$ cat src/rtl/mem_port_arbiter.sv
// Two-requester round-robin arbiter for a shared memory port (instruction vs data).
// Grants are registered, with a bounded wait for mem_ready and an err pulse on timeout.
module mem_port_arbiter #(
  parameter int unsigned TIMEOUT = 15
) (
  input  logic       clk,
  input  logic       rst,
  input  logic       req_i,
  input  logic       req_d,
  input  logic       mem_ready,
  output logic       gnt_i,
  output logic       gnt_d,
  output logic       sel,
  output logic       mem_valid,
  output logic       err,
  output logic [1:0] dbg_state
);

  // Handshake: a requester raises req_x and holds it until mem_ready is seen
  // while it owns the port (gnt_x high); dropping req_x earlier aborts the access.

  typedef enum logic [1:0] {
    IDLE    = 2'd0,
    GRANT_I = 2'd1,
    GRANT_D = 2'd2
  } state_t;

  localparam logic [3:0] TIMEOUT_L = 4'(TIMEOUT);

  state_t     state;
  state_t     state_nxt;
  logic       last_gnt;
  logic       last_gnt_nxt;
  logic [3:0] wait_cnt;
  logic [3:0] cnt_inc;
  logic       err_nxt;
  logic       enter_grant;
  logic       owner;
  logic       own_req;
  logic       oth_req;

  assign cnt_inc   = wait_cnt + 4'd1;
  assign owner     = (state == GRANT_D);
  assign own_req   = owner ? req_d : req_i;
  assign oth_req   = owner ? req_i : req_d;
  assign dbg_state = state;

  always_comb begin
    state_nxt    = state;
    last_gnt_nxt = last_gnt;
    err_nxt      = 1'b0;
    enter_grant  = 1'b0;
    case (state)
      IDLE: begin
        if (req_i && req_d)
          state_nxt = last_gnt ? GRANT_I : GRANT_D;
        else if (req_i)
          state_nxt = GRANT_I;
        else if (req_d)
          state_nxt = GRANT_D;
        enter_grant = (state_nxt != IDLE);
      end
      GRANT_I, GRANT_D: begin
        // Completion wins over both abort and timeout in the same cycle.
        if (mem_ready) begin
          last_gnt_nxt = owner;
          if (oth_req) begin
            state_nxt   = owner ? GRANT_I : GRANT_D;
            enter_grant = 1'b1;
          end else if (own_req) begin
            state_nxt   = state;
            enter_grant = 1'b1;
          end else begin
            state_nxt = IDLE;
          end
        end else if (!own_req) begin
          state_nxt    = IDLE;
          last_gnt_nxt = owner;
        end else if (cnt_inc == TIMEOUT_L) begin
          state_nxt    = IDLE;
          last_gnt_nxt = owner;
          err_nxt      = 1'b1;
        end
      end
      default: state_nxt = IDLE;
    endcase
  end

  always_ff @(posedge clk) begin
    if (!rst) begin
      state     <= IDLE;
      last_gnt  <= 1'b1;
      wait_cnt  <= 4'd0;
      gnt_i     <= 1'b0;
      gnt_d     <= 1'b0;
      sel       <= 1'b0;
      mem_valid <= 1'b0;
      err       <= 1'b0;
    end else begin
      state    <= state_nxt;
      last_gnt <= last_gnt_nxt;
      err      <= err_nxt;
      if (enter_grant)
        wait_cnt <= 4'd0;
      else if (state != IDLE && !mem_ready)
        wait_cnt <= cnt_inc;
      gnt_i     <= (state_nxt == GRANT_I);
      gnt_d     <= (state_nxt == GRANT_D);
      mem_valid <= (state_nxt != IDLE);
      // sel keeps pointing at the last owner while the port is idle.
      if (state_nxt == GRANT_I)
        sel <= 1'b0;
      else if (state_nxt == GRANT_D)
        sel <= 1'b1;
    end
  end

endmodule

$ cat config.mk
export PLATFORM = sky130hd
export DESIGN_NAME = mem_port_arbiter
export DESIGN_NICKNAME = d
export VERILOG_FILES = /design/src/rtl/mem_port_arbiter.sv
export SDC_FILE = /design/constraint.sdc
export NUM_CORES = 1
export LEC_CHECK = 0
export ABC_AREA = 1
export CORE_MARGIN = 2
export CORE_UTILIZATION = 50
export DETAILED_ROUTE_END_ITERATION = 8
export GPL_TIMING_DRIVEN = 0
export PLACE_DENSITY = 0.76
export SETUP_SLACK_MARGIN = 0.05
export SLEW_MARGIN = 25
export SYNTH_ARGS = -nofsm -noshare
export SYNTH_HDL_FRONTEND = slang
export SYNTH_SLANG_ARGS = --single-unit
$ cat constraint.sdc
create_clock -name clk -period 3.45 [get_ports clk]
set_input_delay 0.69 -clock clk [delete_from_list [all_inputs] [get_ports clk]]
set_output_delay 0.69 -clock clk [all_outputs]
set_load 0.01 [all_outputs]
* After elaboration in Yosys (flattened, before gate mapping)
Index checks and enable logic that the tools add are counted.
** Operators by class
- Add/sub/neg operators :: 1
- Equal/unequal tests :: 6
- Mux-type cells :: 22
- Bitwise logic cells :: 3
- Reduce and logical (&&, ||, !) cells :: 12
** Operators with widths (number)
- 2-bit 2-to-1 mux :: 11
- 1-bit 2-to-1 mux :: 9
- 2-bit nonzero test :: 3
- 2-bit OR reduction :: 3
- 4-bit by 1-bit adder with 4-bit output, second input constant :: 1
- 2-bit by 1-bit == test with 1-bit output, second input constant :: 2
- 2-bit == test, second input constant :: 2
- 4-bit == test, second input constant :: 1
- 2-bit one-hot mux with 2 select lines :: 1
- 4-bit OR reduction :: 1
- 3-bit by 2-bit inequality test with 1-bit output, second input constant :: 1
- 1-bit NOT :: 3
- 1-bit logical AND :: 2
- 2-bit logical NOT :: 1
- 1-bit one-hot mux with 2 select lines :: 1
- 2-bit AND reduction :: 1
- 1-bit logical NOT :: 1
** Word-level totals
- Register bits :: 12
- Bits of input ports :: 5
- Logic and storage cells :: 52

* Depth between registers and ports, before layout
- Depth in word-level cells :: 8
- Depth in mapped cells :: 13

* Least setup slack after synthesis
Ideal clock, no wire load.
- Kind :: flip-flop to flip-flop
- Start :: register state[1], in the netlist dbg_state[1]
- End :: register sel
- Library setup time :: 58 ps
- Arrival :: 1535 ps
- Setup slack :: 1857 ps
- Stages on the path, launching flop included :: 13
- Path buffers :: 0
- Clock period less this slack :: 1593 ps
- Cells stage by stage :: dfxtp_1 inv_1 ha_1 inv_2 nor3_2 nand3_1 nand2_1 inv_1 nand2_2 nand3_2 inv_2 nand2_2 nand2_1
** Between the ends
- Word-level cells in the longest chain between the ends :: 8
- Elaborated cells on any way between the ends :: 20
- Classes of those cells :: eq/ne (4); mux (13); reduce/logical (3)
** RTL lines
- from (decl) :: line 30 : state_t state;
- from (signal assigned) :: line 100 : state <= state_nxt;
- 2-bit == test :: line 43, 53
- 1-bit 2-to-1 mux :: line 44 : assign own_req = owner ? req_d : req_i;
- 2-bit 2-to-1 mux :: line 70 : end else if (own_req) begin
- 2-bit 2-to-1 mux :: line 67 : if (oth_req) begin
- 2-bit 2-to-1 mux :: line 65 : if (mem_ready) begin
- 2-bit one-hot mux with 2 select lines (*) :: line 53 : case (state)
- 2-bit by 1-bit == test with 1-bit output :: line 111 : if (state_nxt == GRANT_I)
- 2-bit OR reduction (no line)
- to (signal assigned) :: line 96 : sel <= 1'b0;
- to (signal assigned) :: line 112 : sel <= 1'b0;
- to (signal assigned) :: line 114 : sel <= 1'b1;
- to (decl) :: line 13 : output logic sel,
Mark *: on every way between the ends. The rest lies on a longest branch, timed or not. The select of a mux whose other input is x is not followed.
A chain may end at the register's enable or synchronous reset.

* Worst setup path after layout
- Start :: register state[1], in the netlist dbg_state[1]
- End :: output port dbg_state[1]
** RTL lines
- to (decl) :: line 16 : output logic [1:0] dbg_state
No word-level cell between the ends.

==> qor.log <==
qor: clock_tree.tritoncts_clock_tree built
qor: detailed_routing.routedWlPerCell 10.2 um
qor: setup_path.critical_path.max_stage_delay 570 ps
qor: pwr.sequential_share_of_power 0.415
qor: synth.yosys.area.top_type sky130_fd_sc_hd__dfxtp_1
qor: die.fp-row-count 13
qor: global_route.largest_net_degree_at_the_start_of_global_routing 8
qor: setup_path.critical_path.n_buffers_inverters 1
qor: die.io-pin-count 12
qor: timing.final.setup.tns 0 ps
qor: synth.syn-cell-area 694 sq um
qor: global_route.via_count_of_the_first_global_routing_pass 596
qor: pwr.p_int 0.265 mW
qor: place.io_buffer_count 11
qor: detailed_routing.routed_wirelength 1.37 mm
qor: global_route.wire_length_of_the_first_global_routing_pass 2.20 mm
qor: synth.synth-warning-count 0
qor: synth.synth_area_leaders sky130_fd_sc_hd__dfxtp_1 35%, sky130_fd_sc_hd__nand2_1 15%, sky130_fd_sc_hd__inv_1 9.2%
qor: clock_tree.clk_root_buffer_cell sky130_fd_sc_hd__clkbuf_4
qor: place.gp_congestion 0.824
qor: synth.synth_seq_cells 12
qor: synth.syn-instance-count 104
qor: timing.grt_setup_unrepaired no
qor: pwr.net-switching-power 0.121 mW
qor: synth.register_area_share_after_synthesis 0.346
qor: setup_path.cpMaxStageDelayCell sky130_fd_sc_hd__clkdlybuf4s50_1
qor: place.placed_cells_incl_taps 130
qor: detailed_routing.via_count 659
qor: detailed_routing.antenna_violating_nets_post_route 0
qor: finish.layout-area-overhead-vs-synth 23.8%
qor: detailed_routing.post-route-drc-count 0
qor: die.fp.coreArea 1300 sq um
qor: timing.max-slew-margin-rel 0.789
qor: detailed_routing.first_pass_iteration_count_of_the_detailed_router 4
qor: clock_tree.maximum_level_of_the_cts_h_tree 1
qor: setup_path.timing.reg2reg.setup_slack 1680 ps
qor: place.dpl_worst_slack 1300 ps
qor: setup_path.endpoint dbg_state[1]
qor: place.place_area 823 sq um
qor: die.floorplan.die_area 1700 sq um
qor: finish.final_layout_size_suffix_gt1_frac 0.134
qor: timing.max_freq 0.515 GHz
qor: detailed_routing.vias_per_cell 4.92
qor: finish.layoutNonFillerInstCount 134
qor: setup_path.end_of_the_worst_register_to_register_path sel$_SDFFE_PP0N_
qor: setup_path.crit_path_max_fanout 5
qor: timing.layout_setup_ws 1510 ps
qor: setup_path.r2r_cells 12
qor: pwr.clock_share_of_power 0.287
qor: job.max_cap_viol_count 0
qor: timing.final.min_clock_period 1940 ps
qor: pwr.share_comb_of_total_power 0.298
qor: timing.slew_viol_final 0
qor: global_route.antenna_found_initial 0
qor: min_path.hold_path.class reg -> reg
qor: die.floorplan.die.height 41.3 um
qor: timing.finClkSkew 2.93 ps
qor: setup_path.startpoint_type flip-flop
qor: pwr.p_per_area 449 nW/um^2
qor: setup_path.crit_path_start dbg_state[1]$_SDFF_PN0_
qor: pwr.max-vdd-ir-drop 0.323 mV
qor: timing.hold_viol_final 0
qor: setup_path.rr_startpoint dbg_state[1]$_SDFF_PN0_
qor: finish.design.final.nets 130
qor: global_route.global_route.usage.total 0.197
qor: timing.timing_worst_slew_pin_value 314 ps
qor: finish.antenna_cells_inserted 0
qor: clock_tree.cts_buffers 3
qor: detailed_routing.drt_iter0_markers 6
qor: clock_tree.clock_sinks 12
qor: finish.design_area 860 sq um
qor: clock_tree.cts.clk_slew.worst_paths 70 ps
qor: timing.setup-violations-final 0
qor: clock_tree.postCtsSetupRepairBufs 0
qor: timing.finalCritPeriodShare 0.563
qor: setup_path.timing.critical_path.cells clkdlybuf4s50_1
qor: setup_path.critical_path_depth 1
qor: die.dieWidth 41.3 um
qor: clock_tree.cts_hold_buf 0
qor: clock_tree.clock_tree_buf_depth 2
qor: global_route.grt_overflow_total 0
qor: setup_path.critical_path.endpoint_type primary output
qor: synth.netlist-cell-type-count 17
qor: clock_tree.post_cts_resize_count 0
qor: synth.yosys.area.top_type_share 0.346
qor: die.initial_core_util 0.534
qor: setup_path.top_family_by_delay_on_critical_path buffers and inverters
qor: setup_path.worstPathArrival 1250 ps
qor: setup_path.critical_path_required 2760 ps
qor: place.place.detailed.hpwl 1.08 mm
qor: pwr.swShare 0.314
qor: outcome.status complete, no violations
qor: clock_tree.worstSkewPairLatency 270 ps
qor: synth.synthesis.nets 114
qor: pwr.power.static_leakage 0.405 nW
qor: timing.worst_hold_slack 464 ps
qor: setup_path.worstSetupPathType reg -> out
qor: synth.syn_area_per_cell 6.68 sq um
-- layout by cell type, fill, tap and decap left out, types with 2 or more instances in the layout --
| cell | Yosys | final |
|---|---|---|
| sky130_fd_sc_hd__nand2_1 | 28 | 28 |
| sky130_fd_sc_hd__inv_1 | 17 | 17 |
| sky130_fd_sc_hd__dfxtp_1 | 12 | 12 |
| sky130_fd_sc_hd__nor2_1 | 11 | 11 |
| sky130_fd_sc_hd__clkdlybuf4s50_1 | 0 | 11 |
| sky130_fd_sc_hd__nand3_1 | 7 | 7 |
| sky130_fd_sc_hd__a21oi_1 | 7 | 7 |
| sky130_fd_sc_hd__ha_1 | 5 | 5 |
| sky130_fd_sc_hd__nand2_2 | 4 | 4 |
| sky130_fd_sc_hd__inv_2 | 3 | 3 |
| sky130_fd_sc_hd__clkbuf_4 | 0 | 3 |
| sky130_fd_sc_hd__nor3_2 | 2 | 2 |
| sky130_fd_sc_hd__nand3_2 | 2 | 2 |
-- power groups by stage --
stage	Clock [mW]	Combinational [mW]	Sequential [mW]
after floorplan	0	0.0670	0.168
after global placement	0	0.112	0.163
after detailed placement	0	0.115	0.163
after CTS	0.113	0.115	0.160
after global routing	0.120	0.128	0.162
final	0.111	0.115	0.160
-- worst min-delay path, cell delays in order (launching register included) --
cell	delay, ps
sky130_fd_sc_hd__dfxtp_1	330
sky130_fd_sc_hd__nand2_1	50
sky130_fd_sc_hd__nand3_1	50
-- synth_stat cells --
cell type and instances:
sky130_fd_sc_hd__a21oi_1 7, sky130_fd_sc_hd__dfxtp_1 12, sky130_fd_sc_hd__ha_1 5, sky130_fd_sc_hd__inv_1 17
sky130_fd_sc_hd__inv_2 3, sky130_fd_sc_hd__nand2_1 28, sky130_fd_sc_hd__nand2_2 4, sky130_fd_sc_hd__nand3_1 7
sky130_fd_sc_hd__nand3_2 2, sky130_fd_sc_hd__nand4_1 1, sky130_fd_sc_hd__nor2_1 11, sky130_fd_sc_hd__nor2_2 1
sky130_fd_sc_hd__nor3_1 1, sky130_fd_sc_hd__nor3_2 2, sky130_fd_sc_hd__o211ai_1 1, sky130_fd_sc_hd__o21ai_0 1
sky130_fd_sc_hd__o21ai_1 1
-- per-layer routing --
layer	vias to the layer above	track usage	wire, um	share of wire
met4	0	0	0	0
li1	354	-	-	-
met3	0	0.0815	52	0.038
met2	14	0.367	668	0.49
met1	291	0.218	647	0.47
met5	-	0	0	0
-- worst min-delay path by stage --
stage	start	endpoint	slack, ps	depth (start not counted)
after global placement	last_gnt$_SDFFE_PN1P_	last_gnt$_SDFFE_PN1P_	440	2
final	last_gnt$_SDFFE_PN1P_	last_gnt$_SDFFE_PN1P_	460	2
after CTS	last_gnt$_SDFFE_PN1P_	last_gnt$_SDFFE_PN1P_	460	2
after detailed placement	last_gnt$_SDFFE_PN1P_	last_gnt$_SDFFE_PN1P_	440	2
after floorplan	last_gnt$_SDFFE_PN1P_	last_gnt$_SDFFE_PN1P_	430	2
after global routing	last_gnt$_SDFFE_PN1P_	last_gnt$_SDFFE_PN1P_	500	2
-- through the flow --
| step | power [mW] | utilization |
|---|---|---|
| 2_1_floorplan | 0.235 | - |
| 3_3_place_gp | 0.276 | 0.633 |
| 3_5_place_dp | 0.278 | 0.633 |
| 4_1_cts | 0.388 | 0.661 |
| 5_1_grt | 0.411 | 0.661 |
| 6_report | 0.386 | 0.661 |
-- layout make-up --
cell class                 count  area, sq um
timing repair buffer          11          110
clock buffer                   4         36.3
fill                         121          442
tap                           15         18.8
inverter                      20         75.1
sequential                    12          240
multi-input combinational     72          379
-- registers in the layout, summed over array words and instances (netlist names) --
register and cells:
mem_valid 1, last_gnt 1, err 1, dbg_state 2
wait_cnt 4, sel 1, gnt_i 1, gnt_d 1
-- cells by family after synthesis --
| group | Yosys count | share of synthesized area |
|---|---|---|
| compound gates | 10 | 0.0757 |
| fa+ha+maj | 5 | 0.0901 |
| buf+inv | 20 | 0.108 |
| flops | 12 | 0.346 |
| simple gates | 57 | 0.380 |
No activity file was read; power rests on OpenSTA's default activity.
